## config.mk

```make
export PLATFORM = sky130hd
export DESIGN_NAME = ps2_tx
export DESIGN_NICKNAME = d
export VERILOG_FILES = /design/src/rtl/ps2_tx_pkg.sv /design/src/rtl/ps2_tx_line_filter.sv /design/src/rtl/ps2_tx.sv
export SDC_FILE = /design/constraint.sdc
export NUM_CORES = 1
export LEC_CHECK = 0
export ABC_AREA = 0
export BUFFER_PORTS_ARGS = -buffer_cell sky130_fd_sc_hd__buf_2
export CORE_ASPECT_RATIO = 0.8
export CORE_MARGIN = 2
export CORE_UTILIZATION = 35
export DETAILED_ROUTE_END_ITERATION = 10
export PLACE_DENSITY = 0.48
export SETUP_SLACK_MARGIN = 0.2
export SLEW_MARGIN = 25
export SYNTH_ARGS = -nofsm -noshare
export SYNTH_HDL_FRONTEND = slang
export SYNTH_SLANG_ARGS = --single-unit
```

## constraint.sdc

```tcl
create_clock -name clock -period 4.45 [get_ports clock]
set_clock_uncertainty 0.15 [all_clocks]
set_input_delay 1.1125 -clock clock [delete_from_list [all_inputs] [get_ports clock]]
set_output_delay 1.1125 -clock clock [all_outputs]
set_load 0.02 [all_outputs]
```

## src/rtl/ps2_tx_pkg.sv

```systemverilog
// Shared PS/2 definitions: transmitter states, keyboard command bytes and
// the microsecond-to-cycle conversion used to size the timers.
package ps2_tx_pkg;

    typedef enum logic [2:0] {
        IDLE,
        INHIBIT,
        START,
        BITS,
        ACK,
        WAITIDLE,
        ERROR
    } ps2_state_t;

    localparam logic [7:0] PS2_CMD_SETLED = 8'hED;
    localparam logic [7:0] PS2_CMD_RESET  = 8'hFF;
    localparam logic [7:0] PS2_ACK        = 8'hFA;

    // Whole cycles per microsecond times the duration.
    function automatic int us_to_cycles(input int clk_hz, input int us);
        return (clk_hz / 1000000) * us;
    endfunction

endpackage

```

## src/rtl/ps2_tx_line_filter.sv

```systemverilog
// ps2_line_filter: 2-FF synchronizer, FILTER_LEN glitch filter and a
// one-cycle falling-edge pulse for a PS/2 clock line. Shared with the receiver.
module ps2_line_filter #(
    parameter int FILTER_LEN = 8
) (
    input  logic clock,
    input  logic reset,
    input  logic raw_i,
    output logic level_o,
    output logic fall_o
);
    localparam int CW = $clog2(FILTER_LEN + 1);

    logic          sync1_q, sync1_d;
    logic          sync2_q, sync2_d;
    logic          level_q, level_d;
    logic          fall_q, fall_d;
    logic [CW-1:0] cnt_q, cnt_d;

    // Accept a new level only after FILTER_LEN consecutive differing samples.
    always_comb begin
        sync1_d = raw_i;
        sync2_d = sync1_q;
        level_d = level_q;
        fall_d  = 1'b0;
        cnt_d   = '0;
        if (sync2_q != level_q) begin
            if (cnt_q == CW'(FILTER_LEN - 1)) begin
                level_d = sync2_q;
                fall_d  = ~sync2_q;
            end else begin
                cnt_d = cnt_q + 1'b1;
            end
        end
    end

    // Line idles high, so the filter starts at 1 to avoid a false edge.
    always_ff @(posedge clock or posedge reset) begin
        if (reset) begin
            sync1_q <= 1'b1;
            sync2_q <= 1'b1;
            level_q <= 1'b1;
            fall_q  <= 1'b0;
            cnt_q   <= '0;
        end else begin
            sync1_q <= sync1_d;
            sync2_q <= sync2_d;
            level_q <= level_d;
            fall_q  <= fall_d;
            cnt_q   <= cnt_d;
        end
    end

    assign level_o = level_q;
    assign fall_o  = fall_q;

endmodule

```

## src/rtl/ps2_tx.sv

```systemverilog
// ps2_tx: PS/2 host-to-device byte transmitter with open-drain enables.
// Optional PS2_TX_RESEND_EN: retry a failed frame twice before reporting
// tx_error, and expose the retry count on attempts.
module ps2_tx
    import ps2_tx_pkg::*;
#(
    parameter int CLK_HZ     = 50000000,
    parameter int INHIBIT_US = 110,
    parameter int TIMEOUT_US = 15000,
    parameter int FILTER_LEN = 8
) (
    input  logic       clock,
    input  logic       reset,
    input  logic [7:0] tx_data,
    input  logic       tx_valid,
    output logic       tx_ready,
    output logic       tx_done,
    output logic       tx_error,
    output logic       busy,
    input  logic       ps2_clk_i,
    input  logic       ps2_dat_i,
    output logic       ps2_clk_oe,
    output logic       ps2_dat_oe
`ifdef PS2_TX_RESEND_EN
    ,
    output logic [1:0] attempts
`endif
);
    localparam int INH = us_to_cycles(CLK_HZ, INHIBIT_US);
    localparam int TMO = us_to_cycles(CLK_HZ, TIMEOUT_US);
    localparam int TW  = $clog2(TMO + 1);

    ps2_state_t    state_q, state_d;
    logic [TW-1:0] timer_q, timer_d;
    logic [9:0]    frame_q, frame_d;
    logic [3:0]    bitcnt_q, bitcnt_d;
    logic          dat_bit_q, dat_bit_d;
    logic          dsync1_q, dsync1_d;
    logic          dsync2_q, dsync2_d;
    logic          clk_lvl, clk_fall, tmo_hit, fail;
`ifdef PS2_TX_RESEND_EN
    logic [7:0]    lat_q, lat_d;
    logic [1:0]    retry_q, retry_d;
`endif

    ps2_line_filter #(.FILTER_LEN(FILTER_LEN)) u_clk_filt (
        .clock   (clock),
        .reset   (reset),
        .raw_i   (ps2_clk_i),
        .level_o (clk_lvl),
        .fall_o  (clk_fall)
    );

    // Fires one cycle early so the ERROR cycle lands exactly TMO after restart.
    assign tmo_hit = (timer_q >= TW'(TMO - 1));
    assign busy    = (state_q != IDLE);

    // Next-state, frame shifting and line/handshake outputs.
    always_comb begin
        state_d    = state_q;
        timer_d    = (timer_q == TW'(TMO)) ? timer_q : timer_q + 1'b1;
        frame_d    = frame_q;
        bitcnt_d   = bitcnt_q;
        dat_bit_d  = dat_bit_q;
        dsync1_d   = ps2_dat_i;
        dsync2_d   = dsync1_q;
        fail       = 1'b0;
        tx_ready   = 1'b0;
        tx_done    = 1'b0;
        tx_error   = 1'b0;
        ps2_clk_oe = 1'b0;
        ps2_dat_oe = 1'b0;
`ifdef PS2_TX_RESEND_EN
        lat_d      = lat_q;
        retry_d    = retry_q;
`endif
        case (state_q)
            IDLE: begin
                tx_ready  = 1'b1;
                dat_bit_d = 1'b0;
                if (tx_valid) begin
                    frame_d = {1'b1, ~^tx_data, tx_data};
                    timer_d = '0;
                    state_d = INHIBIT;
`ifdef PS2_TX_RESEND_EN
                    lat_d   = tx_data;
                    retry_d = '0;
`endif
                end
            end
            INHIBIT: begin
                ps2_clk_oe = 1'b1;
                if (timer_q == TW'(INH - 1)) begin
                    ps2_dat_oe = 1'b1;
                    timer_d    = '0;
                    state_d    = START;
                end
            end
            START: begin
                ps2_dat_oe = 1'b1;
                if (clk_fall) begin
                    dat_bit_d = ~frame_q[0];
                    frame_d   = frame_q >> 1;
                    bitcnt_d  = 4'd1;
                    timer_d   = '0;
                    state_d   = BITS;
                end else if (tmo_hit) begin
                    fail = 1'b1;
                end
            end
            BITS: begin
                ps2_dat_oe = dat_bit_q;
                if (clk_fall) begin
                    dat_bit_d = ~frame_q[0];
                    frame_d   = frame_q >> 1;
                    bitcnt_d  = bitcnt_q + 4'd1;
                    if (bitcnt_q == 4'd9) state_d = ACK;
                end else if (tmo_hit) begin
                    fail = 1'b1;
                end
            end
            ACK: begin
                if (clk_fall) begin
                    if (!dsync2_q) state_d = WAITIDLE;
                    else           fail    = 1'b1;
                end else if (tmo_hit) begin
                    fail = 1'b1;
                end
            end
            WAITIDLE: begin
                if (clk_lvl && dsync2_q) begin
                    tx_done = 1'b1;
                    state_d = IDLE;
                end else if (tmo_hit) begin
                    fail = 1'b1;
                end
            end
            ERROR: begin
                tx_error = 1'b1;
                state_d  = IDLE;
            end
            default: state_d = IDLE;
        endcase

        if (fail) begin
`ifdef PS2_TX_RESEND_EN
            if (retry_q != 2'd2) begin
                retry_d   = retry_q + 2'd1;
                frame_d   = {1'b1, ~^lat_q, lat_q};
                timer_d   = '0;
                dat_bit_d = 1'b0;
                state_d   = INHIBIT;
            end else begin
                state_d = ERROR;
            end
`else
            state_d = ERROR;
`endif
        end
    end

    // State and datapath registers; reset drops both line enables at once.
    always_ff @(posedge clock or posedge reset) begin
        if (reset) begin
            state_q   <= IDLE;
            timer_q   <= '0;
            frame_q   <= '0;
            bitcnt_q  <= '0;
            dat_bit_q <= 1'b0;
            dsync1_q  <= 1'b1;
            dsync2_q  <= 1'b1;
`ifdef PS2_TX_RESEND_EN
            lat_q     <= '0;
            retry_q   <= '0;
`endif
        end else begin
            state_q   <= state_d;
            timer_q   <= timer_d;
            frame_q   <= frame_d;
            bitcnt_q  <= bitcnt_d;
            dat_bit_q <= dat_bit_d;
            dsync1_q  <= dsync1_d;
            dsync2_q  <= dsync2_d;
`ifdef PS2_TX_RESEND_EN
            lat_q     <= lat_d;
            retry_q   <= retry_d;
`endif
        end
    end

`ifdef PS2_TX_RESEND_EN
    assign attempts = retry_q;
`endif

endmodule
```

==> results.md <==
- The via-per-instance ratio is 5.251.
- The number of global-route vias before repair is around 1.9k.
- The count of buffers from port buffering is 18.
- The met1 track utilization from global routing is 22.69%.
- The number of enable-type register cells in the synthesized netlist is 0.
- The min-delay analysis places its worst path in the category register to register.
- In the final layout, the share of cells above drive strength 1 is 15.63%.
- The CTS buffer count is 5.
- The worst path needs 3242 ps of the cycle, external delays included.
- Wires add up to 5517 µm.
- In the synthesized netlist the async set-or-reset flop fraction comes to 100.0%.
- In this run the horizontal extent of the chip is approximately 100 µm.
- The floorplan step defined a die boundary enclosing roughly 8200 µm².
- Sorting the synthesized cells by area gives the leading types as dfrtp_1 (41%), dfstp_2 (5.0%), o21ai_0 (4.4%), xnor2_1 (4.0%), mux2i_1 (3.5%).
- Summing the sequential cell areas from Yosys gives between 40% and 50% of the chip area.
- Adding up every negative setup slack in the final design gives 0 ps.
- The placeable core region is approximately 7300 µm².
- The startpoint of the worst-slack reg-to-reg timing path is state_q[1].
- With fillers left out, the area of the finished cells amounts to 2883 µm².
- The number of nets still failing antenna checks after routing is 0.
- The number of gates given a new drive strength after cts is 0.
- The final hold violation count is 0.
- In this run the critical register-to-register path is captured at timer_q[0].
- The highest fanout seen on the critical path is 8.
- The cell area after technology mapping is 2605 µm².
- From synthesis to final layout, the design area changed by 10.66%.
- In this run the most critical hold path is launched from u_clk_filt.sync1_q.
- The normalized max-slew margin is about two fifths.
- The number of buffers inserted by hold repair at cts is 0.
- Setup violations remaining at the end of the flow were counted as 0.
- After layout, the worst path uses 72.85% of the clock period.
- In the synthesized netlist the dominant register cell turns out to be dfrtp_1.
- The final hold slack is roughly 210 ps.
- Synthesis instantiated just over 50 different standard cells from the library.
- The initial utilization of the core area, before any placement, comes to approximately 36%.
- The initial antenna violation count is 0.
- The met2 usage in global routing is between 20% and 30%.
- The area after detailed placement is ~2800 µm².
- Traced cell by cell, the critical path runs through nor4b_1 > and2_1 > nand4_1 > a21oi_1 > buf_2.
- Across all register-to-register paths, the minimum setup slack is slightly above 2000 ps.
- The total power after layout is ~1.2 mW.
- The analysis attributes to cell leakage a power of ~1.2 nW.
- 19 I/O pins were placed.
- The data required time at the worst endpoint is approximately 3200 ps.
- The number of stages on the worst hold path is 0.
- The max-capacitance violation count is 0.
- Global routing finished with a remaining overflow of 0.
- The worst stage delay on the critical path is ~490 ps.
- For met3 alone, demand over resource in global routing was just under 3%.
- The total via count after detailed routing is ~2.0k.
- Yosys printed 0 warnings.
- The slowest cell on the critical path is nor4b_1.
- The peak supply drop is between 150 and 200 µV.
- Of all cell types, the one taking the most synthesized area is dfrtp_1.
- The tree built by TritonCTS fans out to 48 sinks.
- In this run the vertical extent of the chip is between 80 and 90 µm.
- The share of the synthesized area in the top cell type is 41.31%.
- The post-CTS clock slew at the launch and capture registers of the worst setup and hold paths is about 100 ps.
- The pin count of the biggest net entering global routing is 49.
- The worst setup path is launched from a register.
- In this run the power density over the cells is ~420 nW/µm².
- The busiest layer in global routing is met1.
- The number of buffers and inverters on the critical path is 1.
- The number of H-tree levels is 2.
- Measured in cells, the most critical reg-to-reg path has a length of 4.
- The starting DRC count in detailed routing is 79.
- The net count after synthesis is roughly 290.
- In this run the post-CTS setup repair buffer count came out at 0.
- The CTS root buffer is clkbuf_8.
- The number of pins exceeding their max-slew limit in the final report is 0.
- The flow ran to the end, and the final reports show no timing, DRC or antenna violations.
- The site row count is 28.
- Detailed placement finished with a half-perimeter wire length of ~4000 µm.
- The mean routed wirelength per cell is 14.60 µm.
- Leaving out fill and tap cells, the most frequent cell in the layout is dfrtp_1.
- The count of filler cells inserted in the layout is 742.
- Leaving out fill and tap cells, the most frequent cells in the layout are dfrtp_1 (43), o21ai_0 (23), nor2_1 (23), nand2_1 (19), buf_2 (18).
- The endpoint with the worst hold slack is u_clk_filt.sync2_q.
- For this run, design rule violations remaining after detail routing come to 0.
- The number of nets in the layout is 305.
- For this run, the top clock speed supported by timing is 0.3085 GHz.
- 0 antenna diodes ended up in the layout.
- The worst setup path category is register to output port.
- The buffer depth of the longest clock path is 2.
- The gate count after technology mapping is 271.
- On the critical path the largest part of the delay comes from simple AND/OR/NAND/NOR gates.
- The endpoint arrival time on the critical path is slightly below 2000 ps.
- Synthesis inferred 48 register bits.
- The CTS tree is yes.
- The average instance in the mapped netlist occupies 9.613 µm².
- For the pin with the worst max-slew slack, the measured transition is 924.3 ps.
- In the global route stage, overall resource usage came out at between 10% and 20%.
- The insertion delay of the later-clocked pin in the worst-skew pair is 310 ps.
- STA classifies the critical path endpoint as an output port.
- The number of placed instances with taps included is between 300 and 400.
- The first-pass GRT wire length is around 9400 µm.
- The routability-driven placement congestion ratio is 0.7681.
- The post-route non-filler standard cell count is around 380.
- Setup repair after global routing left no endpoint under its margin.
- The number of detailed-route iterations in the first pass is 4.
## logic make-up after synthesis
family	count (synthesis)	synth area share, %
muxes	12	4.755
DFF	48	46.35
buffers and inverters	21	3.554
adders and majority gates	5	2.402
xor gates and xnor gates	19	6.388
and+or+nand+nor	113	24.35
AOI/OAI and AO/OA	53	12.20
## layout make-up
class	count	area, µm²	area share (%)
multi-input combinational	202	1309	45.40
inverter	12	47.55	1.649
clock inverter	3	47.55	1.649
sequential	48	1207	41.88
clock buffer	5	68.82	2.387
tap	90	112.6	3.906
timing repair buffer	18	90.09	3.125
## state kept, by name, summed over array words and instances, names as in the netlist
signal / flops
bitcnt_q: 4
dsync1_q: 1
u_clk_filt.level_o: 1
state_q: 3
dsync2_q: 1
timer_q: 20
u_clk_filt.sync1_q: 1
u_clk_filt.fall_o: 1
dat_bit_q: 1
u_clk_filt.sync2_q: 1
frame_q: 10
u_clk_filt.cnt_q: 4
## worst register-to-register path: cells and delay by family (launching register included)
kind,cells,cell delay (ps)
AOI/OAI and AO/OA,1,760
DFF,1,530
and+or+nand+nor,3,850
## routing by layer
layer,up-vias,part of all wire (%)
met3,5,3.2
met4,0,0.98
met2,29,41
met5,-,0
met1,948,55
li1,1003,-
## how the worst max path moves through the flow
stage,startpoint,end,slack [ps],cells past startpoint
2_1_floorplan,timer_q[2],ps2_dat_oe,1660,4
3_5_place_dp,timer_q[2],ps2_dat_oe,1540,5
5_1_grt,timer_q[2],ps2_dat_oe,1100,5
4_1_cts,timer_q[2],ps2_dat_oe,1180,5
6_report,timer_q[2],ps2_dat_oe,1210,5
3_3_place_gp,timer_q[2],ps2_dat_oe,1590,5
## synthesized netlist by cell type, types with 2 or more instances
master / instances
nor3_1: 6
mux2_2: 3
dfstp_2: 5
nand4_1: 8
a311oi_1: 2
nand3b_1: 2
nor3b_1: 2
and4_1: 4
xnor2_1: 12
nand2_1: 19
mux2i_1: 9
nand2b_1: 2
or3_1: 6
buf_2: 4
xor2_1: 7
and2_1: 3
and3_1: 7
nor2_1: 23
nor2b_1: 5
nand3_1: 13
a21oi_1: 13
inv_1: 11
or2_2: 2
ha_1: 5
nor4b_1: 2
o211ai_1: 2
o21ai_0: 23
nor4bb_1: 2
clkbuf_1: 3
o31ai_1: 3
dfrtp_1: 43
## power breakdown
group	internal (mW)	leakage, nW	total, mW	switching, mW
Clock	0.169	0.0583	0.327	0.158
Combinational	0.113	0.543	0.283	0.170
Sequential	0.520	0.623	0.598	0.0787
## metrics by stage
step / setup slack, ps / util (%)
2_1_floorplan: 1663 / -
3_3_place_gp: 1586 / 37.75
3_5_place_dp: 1539 / 37.78
4_1_cts: 1184 / 39.37
5_1_grt: 1096 / 39.37
6_report: 1208 / 39.37
(Power assumes the default switching activity.)
